$ cat src/rtl/fifo_push_arbiter_if.sv
// Producer/consumer/FIFO-side signals of fifo_push_arbiter, bundled as one port.
// The parameters must match the arbiter instance that takes the slave modport.
interface fifo_push_arbiter_if #(
  parameter int WIDTH = 64,
  parameter int DEPTH = 4,
  parameter int NREQ  = 4
);
  logic [NREQ-1:0]       req;
  logic [NREQ*WIDTH-1:0] req_data;
  logic [NREQ-1:0]       gnt;
  logic                  fifo_push;
  logic [WIDTH-1:0]      fifo_data;
  logic                  fifo_pop;
  logic                  fifo_full;
  logic                  fifo_empty;
  logic                  cons_pop;
  logic                  cons_valid;
  logic [DEPTH-1:0]      occupancy;
  logic                  sync_err;

  modport slave (
    input  req, req_data, fifo_full, fifo_empty, cons_pop,
    output gnt, fifo_push, fifo_data, fifo_pop, cons_valid, occupancy, sync_err
  );

  modport master (
    output req, req_data, fifo_full, fifo_empty, cons_pop,
    input  gnt, fifo_push, fifo_data, fifo_pop, cons_valid, occupancy, sync_err
  );
endinterface

$ cat src/rtl/fifo_push_arbiter.sv
// Round-robin push arbiter in front of a shared FIFO: one holding stage, a
// shadow occupancy counter that gates push/pop, and a sticky FIFO-sync check.
module fifo_push_arbiter #(
  parameter int WIDTH = 64,
  parameter int DEPTH = 4,
  parameter int NREQ  = 4
) (
  input logic              clk,
  input logic              rst,
  fifo_push_arbiter_if.slave bus
);
  localparam int PW = (NREQ > 1) ? $clog2(NREQ) : 1;
  localparam logic [DEPTH-1:0] CAP = '1;

  logic                         stage_valid_q, stage_valid_d;
  logic [WIDTH-1:0]             stage_data_q, stage_data_d;
  logic [PW-1:0]                rr_ptr_q, rr_ptr_d;
  logic [DEPTH-1:0]             occ_q, occ_d;
  logic                         sync_err_q, sync_err_d;

  logic [NREQ-1:0][WIDTH-1:0]   req_vec;
  logic                         push, pop, load_ok, grant;
  logic                         win_vld;
  logic [PW-1:0]                win_idx, idx;
  logic [PW:0]                  sum;
  logic [NREQ-1:0]              gnt;

  assign req_vec = bus.req_data;

  // Rotating-priority scan: first set request at or after rr_ptr, wrapping.
  always_comb begin
    win_vld = 1'b0;
    win_idx = '0;
    sum     = '0;
    idx     = '0;
    for (int k = 0; k < NREQ; k++) begin
      sum = {1'b0, rr_ptr_q} + (PW+1)'(k);
      if (sum >= (PW+1)'(NREQ)) sum = sum - (PW+1)'(NREQ);
      idx = sum[PW-1:0];
      if (!win_vld && bus.req[idx]) begin
        win_vld = 1'b1;
        win_idx = idx;
      end
    end
  end

  always_comb begin
    push    = stage_valid_q && (occ_q != CAP);
    pop     = bus.cons_pop && (occ_q != '0);
    load_ok = !stage_valid_q || push;
    // rst gates the grant so nothing is acknowledged while the block is held in reset
    grant   = rst && load_ok && win_vld;

    gnt = '0;
    if (grant) gnt[win_idx] = 1'b1;

    stage_valid_d = grant ? 1'b1 : (stage_valid_q && !push);
    stage_data_d  = grant ? req_vec[win_idx] : stage_data_q;

    rr_ptr_d = rr_ptr_q;
    if (grant) rr_ptr_d = (win_idx == PW'(NREQ-1)) ? '0 : win_idx + 1'b1;

    // push and pop together only happen with 0 < occ < CAP, so the count holds
    occ_d = occ_q;
    unique case ({push, pop})
      2'b10:   occ_d = occ_q + 1'b1;
      2'b01:   occ_d = occ_q - 1'b1;
      default: occ_d = occ_q;
    endcase

    sync_err_d = sync_err_q
               | (bus.fifo_full  != (occ_q == CAP))
               | (bus.fifo_empty != (occ_q == '0));
  end

  always_ff @(posedge clk or negedge rst) begin
    if (!rst) begin
      stage_valid_q <= 1'b0;
      stage_data_q  <= '0;
      rr_ptr_q      <= '0;
      occ_q         <= '0;
      sync_err_q    <= 1'b0;
    end else begin
      stage_valid_q <= stage_valid_d;
      stage_data_q  <= stage_data_d;
      rr_ptr_q      <= rr_ptr_d;
      occ_q         <= occ_d;
      sync_err_q    <= sync_err_d;
    end
  end

  assign bus.gnt        = gnt;
  assign bus.fifo_push  = push;
  assign bus.fifo_data  = stage_data_q;
  assign bus.fifo_pop   = pop;
  assign bus.cons_valid = (occ_q != '0);
  assign bus.occupancy  = occ_q;
  assign bus.sync_err   = sync_err_q;
endmodule

$ cat src/flat_wrapper.sv
// flat-port wrapper written by rule: the top's interface ports become plain ports
module fifo_push_arbiter_flat 
#(
  parameter int WIDTH = 64,
  parameter int DEPTH = 4,
  parameter int NREQ  = 4
)
  (clk, rst, bus_req, bus_req_data, bus_fifo_full, bus_fifo_empty, bus_cons_pop, bus_gnt, bus_fifo_push, bus_fifo_data, bus_fifo_pop, bus_cons_valid, bus_occupancy, bus_sync_err);
  fifo_push_arbiter_if #(.WIDTH(WIDTH), .DEPTH(DEPTH), .NREQ(NREQ)) bus_i ();
  input logic clk;
  input logic rst;
  input wire logic [$bits(bus_i.req)-1:0] bus_req;
  input wire logic [$bits(bus_i.req_data)-1:0] bus_req_data;
  input wire logic [$bits(bus_i.fifo_full)-1:0] bus_fifo_full;
  input wire logic [$bits(bus_i.fifo_empty)-1:0] bus_fifo_empty;
  input wire logic [$bits(bus_i.cons_pop)-1:0] bus_cons_pop;
  output wire logic [$bits(bus_i.gnt)-1:0] bus_gnt;
  output wire logic [$bits(bus_i.fifo_push)-1:0] bus_fifo_push;
  output wire logic [$bits(bus_i.fifo_data)-1:0] bus_fifo_data;
  output wire logic [$bits(bus_i.fifo_pop)-1:0] bus_fifo_pop;
  output wire logic [$bits(bus_i.cons_valid)-1:0] bus_cons_valid;
  output wire logic [$bits(bus_i.occupancy)-1:0] bus_occupancy;
  output wire logic [$bits(bus_i.sync_err)-1:0] bus_sync_err;
  assign bus_i.req = bus_req;
  assign bus_i.req_data = bus_req_data;
  assign bus_i.fifo_full = bus_fifo_full;
  assign bus_i.fifo_empty = bus_fifo_empty;
  assign bus_i.cons_pop = bus_cons_pop;
  assign bus_gnt = bus_i.gnt;
  assign bus_fifo_push = bus_i.fifo_push;
  assign bus_fifo_data = bus_i.fifo_data;
  assign bus_fifo_pop = bus_i.fifo_pop;
  assign bus_cons_valid = bus_i.cons_valid;
  assign bus_occupancy = bus_i.occupancy;
  assign bus_sync_err = bus_i.sync_err;
  fifo_push_arbiter #(.WIDTH(WIDTH), .DEPTH(DEPTH), .NREQ(NREQ)) u_core (.clk(clk), .rst(rst), .bus(bus_i));
endmodule
$ cat config.mk
export PLATFORM = sky130hd
export DESIGN_NAME = fifo_push_arbiter_flat
export DESIGN_NICKNAME = d
export VERILOG_FILES = /design/src/rtl/fifo_push_arbiter_if.sv /design/src/rtl/fifo_push_arbiter.sv /design/src/flat_wrapper.sv
export SDC_FILE = /design/constraint.sdc
export NUM_CORES = 1
export LEC_CHECK = 0
export ABC_AREA = 1
export BUFFER_PORTS_ARGS = -buffer_cell sky130_fd_sc_hd__buf_2
export CORE_AREA = 5 5 130 132
export DETAILED_ROUTE_END_ITERATION = 10
export DIE_AREA = 0 0 135 137
export PLACE_DENSITY = 0.75
export SYNTH_ARGS = -nofsm -noshare
export SYNTH_HDL_FRONTEND = slang
export SYNTH_SLANG_ARGS = --single-unit
$ cat constraint.sdc
create_clock -name clk -period 2.9 [get_ports clk]
set_input_delay 0.58 -clock clk [delete_from_list [all_inputs] [get_ports clk]]
set_output_delay 0.58 -clock clk [all_outputs]
set_load 0.01 [all_outputs]
==> flow_summary.json <==
{
  "power_density_nw_per_um2": 1330,
  "die_h_um": 137,
  "power_uw": 11300,
  "startpoint_type": "flip-flop",
  "crit_fanout": 6,
  "whs_ps": 49.4,
  "fp.dieW_um": 135,
  "cp-end-kind": "primary output",
  "cp.required_ps": 2320,
  "wl_per_cell_um": 13.8,
  "timing.final.hold_violations": 0,
  "ant_nets": 0,
  "synth-simple-area-share_pct": 49.7,
  "setup_viol": 0,
  "nFillCells": 1648,
  "grt_max_degree": 129,
  "mostFrequentLayoutCell": "nand2_1",
  "synth_nets": 1367,
  "synth_fa_ha_area_share_pct": 1.37,
  "antenna_found_initial": 0,
  "insertion_delay_ps": 330,
  "synthCells": 1095,
  "post_drt_via_cell_ratio": 4.83,
  "yosys_warnings": 0,
  "skew_ps": 7.83,
  "vias": 7770,
  "synth_compound_area_share_pct": 1.21,
  "synth_top_family_by_area": "simple AND/OR/NAND/NOR gates",
  "final_cell_area_um2": 8470,
  "cts_root_buffer": "clkbuf_16",
  "synthDistinctLibCells": 27,
  "ys_seq_area_share_pct": 28.1,
  "met3_usage_pct": 4.96,
  "clk_pin_slew_worst_paths_ps": 60,
  "top_usage_layer": "met2",
  "power.leakage_uw": 0.00550,
  "totalWireLength_um": 22200,
  "worstMarginPinSlew_ps": 921,
  "hpwlAfterDp_um": 16600,
  "status": "finished, final reports clean",
  "ys_seq_elements": 72,
  "met2_usage_pct": 39.9,
  "antenna_cells": 0,
  "clock.fmax_mhz": 354,
  "cts.sinks": 72,
  "grtUsageTotal_pct": 22.8,
  "gp_congestion": 0.942,
  "grt_pass1_wl_um": 34400,
  "rows": 46,
  "use_met1_pct": 26.5,
  "pin_count": 341,
  "drive_gt1_share_pct": 28.2,
  "arrival_ps": 2250,
  "drc": 0,
  "fin_setup_tns_ps": 0,
  "coreArea_um2": 15600,
  "min_period_ps": 2830,
  "mostFrequentLayoutCells": "nand2_1, buf_2, inv_1",
  "start_util_pct": 41.1,
  "htree_levels": 3,
  "synth_xor_area_share_pct": 0.683,
  "cts_tree": "built",
  "numPortBuffers": 340,
  "drv_cap": 0,
  "path_class": "flip-flop to primary output",
  "grt_pass1_vias": 7225,
  "cts_inserted_buffers": 9,
  "hp-class": "primary input to asynchronous set/reset pin",
  "die-area_um2": 18500,
  "ir_worst_vdd_uv": 1140,
  "syn_avg_cell_area_um2": 5.85,
  "rsz0062_at_grt": "true",
  "area_growth_pct": 32.1,
  "fin_nets": 1662,
  "netlist_area_um2": 6410,
  "fin_crit_sh_pct": 97.4,
  "first_iter_violations": 398,
  "grt-ovfl-total": 0,
  "worst_slack_ps": 74.4,
  "clock_path_buffers": 2,
  "maxSlewHeadroom_pct": 38.6,
  "slew_violations": 0,
  "muxShareOfSynthArea_pct": 0,
  "cts_hold_buf": 0,
  "dpl_worst_slack_ps": 221,
  "drtPass1Iterations": 6,
  "dpl_cell_area_um2": 8160
}
## final timing paths
| check | startpoint | endpoint | slack (ps) | depth (start not counted) |
|---|---|---|---|---|
| worst max register to register | u_core.rr_ptr_q[1] | u_core.bus.fifo_data[27] | 470 | 12 |
| max in group asynchronous | rst | u_core.rr_ptr_q[0] | 1740 | 2 |
| worst max-delay path | u_core.rr_ptr_q[1] | bus_gnt[3] | 70 | 12 |
| worst min-delay path | rst | u_core.bus.fifo_data[32] | 50 | 1 |
| worst min register to register | u_core.bus.fifo_data[22] | u_core.bus.fifo_data[22] | 470 | 2 |
| min in group clk | u_core.bus.fifo_data[22] | u_core.bus.fifo_data[22] | 470 | 2 |
## critical path, cell delays in order (launching register included)
cell,delay [ps]
dfrtp_1,440
inv_2,90
nand2_1,80
nand2_2,90
o21ai_1,330
nand3_4,130
nand2_4,100
nand2_4,70
inv_2,80
ha_1,150
inv_1,50
nor2_2,150
buf_2,160
## state kept, by name (all words and copies together), names as in the netlist
name and cells:
u_core.bus.fifo_data 64, u_core.bus.occupancy 4, u_core.rr_ptr_q 2, u_core.bus.sync_err 1, u_core.stage_valid_q 1
## logic make-up (layout without fill, tap and decap cells)
family / count (synthesis) / count (layout)
AOI/OAI and AO/OA: 13 / 13
DFF: 72 / 72
and+or+nand+nor: 707 / 707
buffers and inverters: 291 / 589
adders and majority gates: 7 / 7
xor gates and xnor gates: 5 / 5
## routing by layer
metal,part of all wire [%],vias up
met2,49,347
li1,-,3894
met3,8.6,58
met1,39,3471
met5,0,-
met4,3.7,0
## cell type report
class | count | area [um^2] | share of cell area (%)
Clock buffer | 13 | 250 | 2.96
Clock inverter | 1 | 5.00 | 0.0591
Inverter | 220 | 831 | 9.81
Multi-Input combinational cell | 732 | 3450 | 40.8
Sequential cell | 72 | 1800 | 21.3
Tap cell | 216 | 270 | 3.19
Timing Repair Buffer | 355 | 1860 | 21.9
## power breakdown
part | total (uW) | switching [uW] | internal, uW
combinational | 8430 | 5570 | 2850
clock | 981 | 389 | 592
sequential | 1880 | 332 | 1550
total | 11300 | 6290 | 4990
## per-stage QoR
stage | std cells | util, %
6_report | 1609 | 54.3
5_1_grt | 1609 | 54.3
4_1_cts | 1608 | 53.9
3_5_place_dp | 1594 | 52.3
3_3_place_gp | 1594 | 52.3
2_1_floorplan | 1095 | -
## synth_stat cells
| library cell | n | area share (%) |
|---|---|---|
| a21oi_1 | 3 | 0.23 |
| o21ai_0 | 4 | 0.31 |
| xnor2_1 | 4 | 0.55 |
| nor2_1 | 10 | 0.59 |
| inv_1 | 214 | 13 |
| ha_1 | 7 | 1.4 |
| nand2_1 | 426 | 25 |
| o21ai_1 | 1 | 0.078 |
| o31ai_1 | 1 | 0.12 |
| xor2_1 | 1 | 0.14 |
| nand3_1 | 195 | 15 |
| inv_2 | 6 | 0.35 |
| buf_1 | 1 | 0.059 |
| buf_4 | 14 | 1.6 |
| nand4_1 | 1 | 0.098 |
| o21ai_2 | 1 | 0.14 |
| buf_6 | 3 | 0.53 |
| nor2_4 | 1 | 0.18 |
| nand3b_1 | 64 | 7.5 |
| dfrtp_1 | 72 | 28 |
| nor4_1 | 2 | 0.20 |
| clkbuf_1 | 15 | 0.88 |
| nand2_2 | 5 | 0.49 |
| o211ai_1 | 2 | 0.23 |
| a31oi_1 | 1 | 0.098 |
| nand3_2 | 3 | 0.47 |
| buf_2 | 38 | 3.0 |
## what timing repair did
item	in CTS	in global routing
cloned	0	0
hold endpoints to repair	0	0
buffers inserted	0	1
gates resized for setup	1	15
pin swaps	0	4
setup endpoints to repair	2	4
Note: power is estimated with default switching activity, not from simulation.
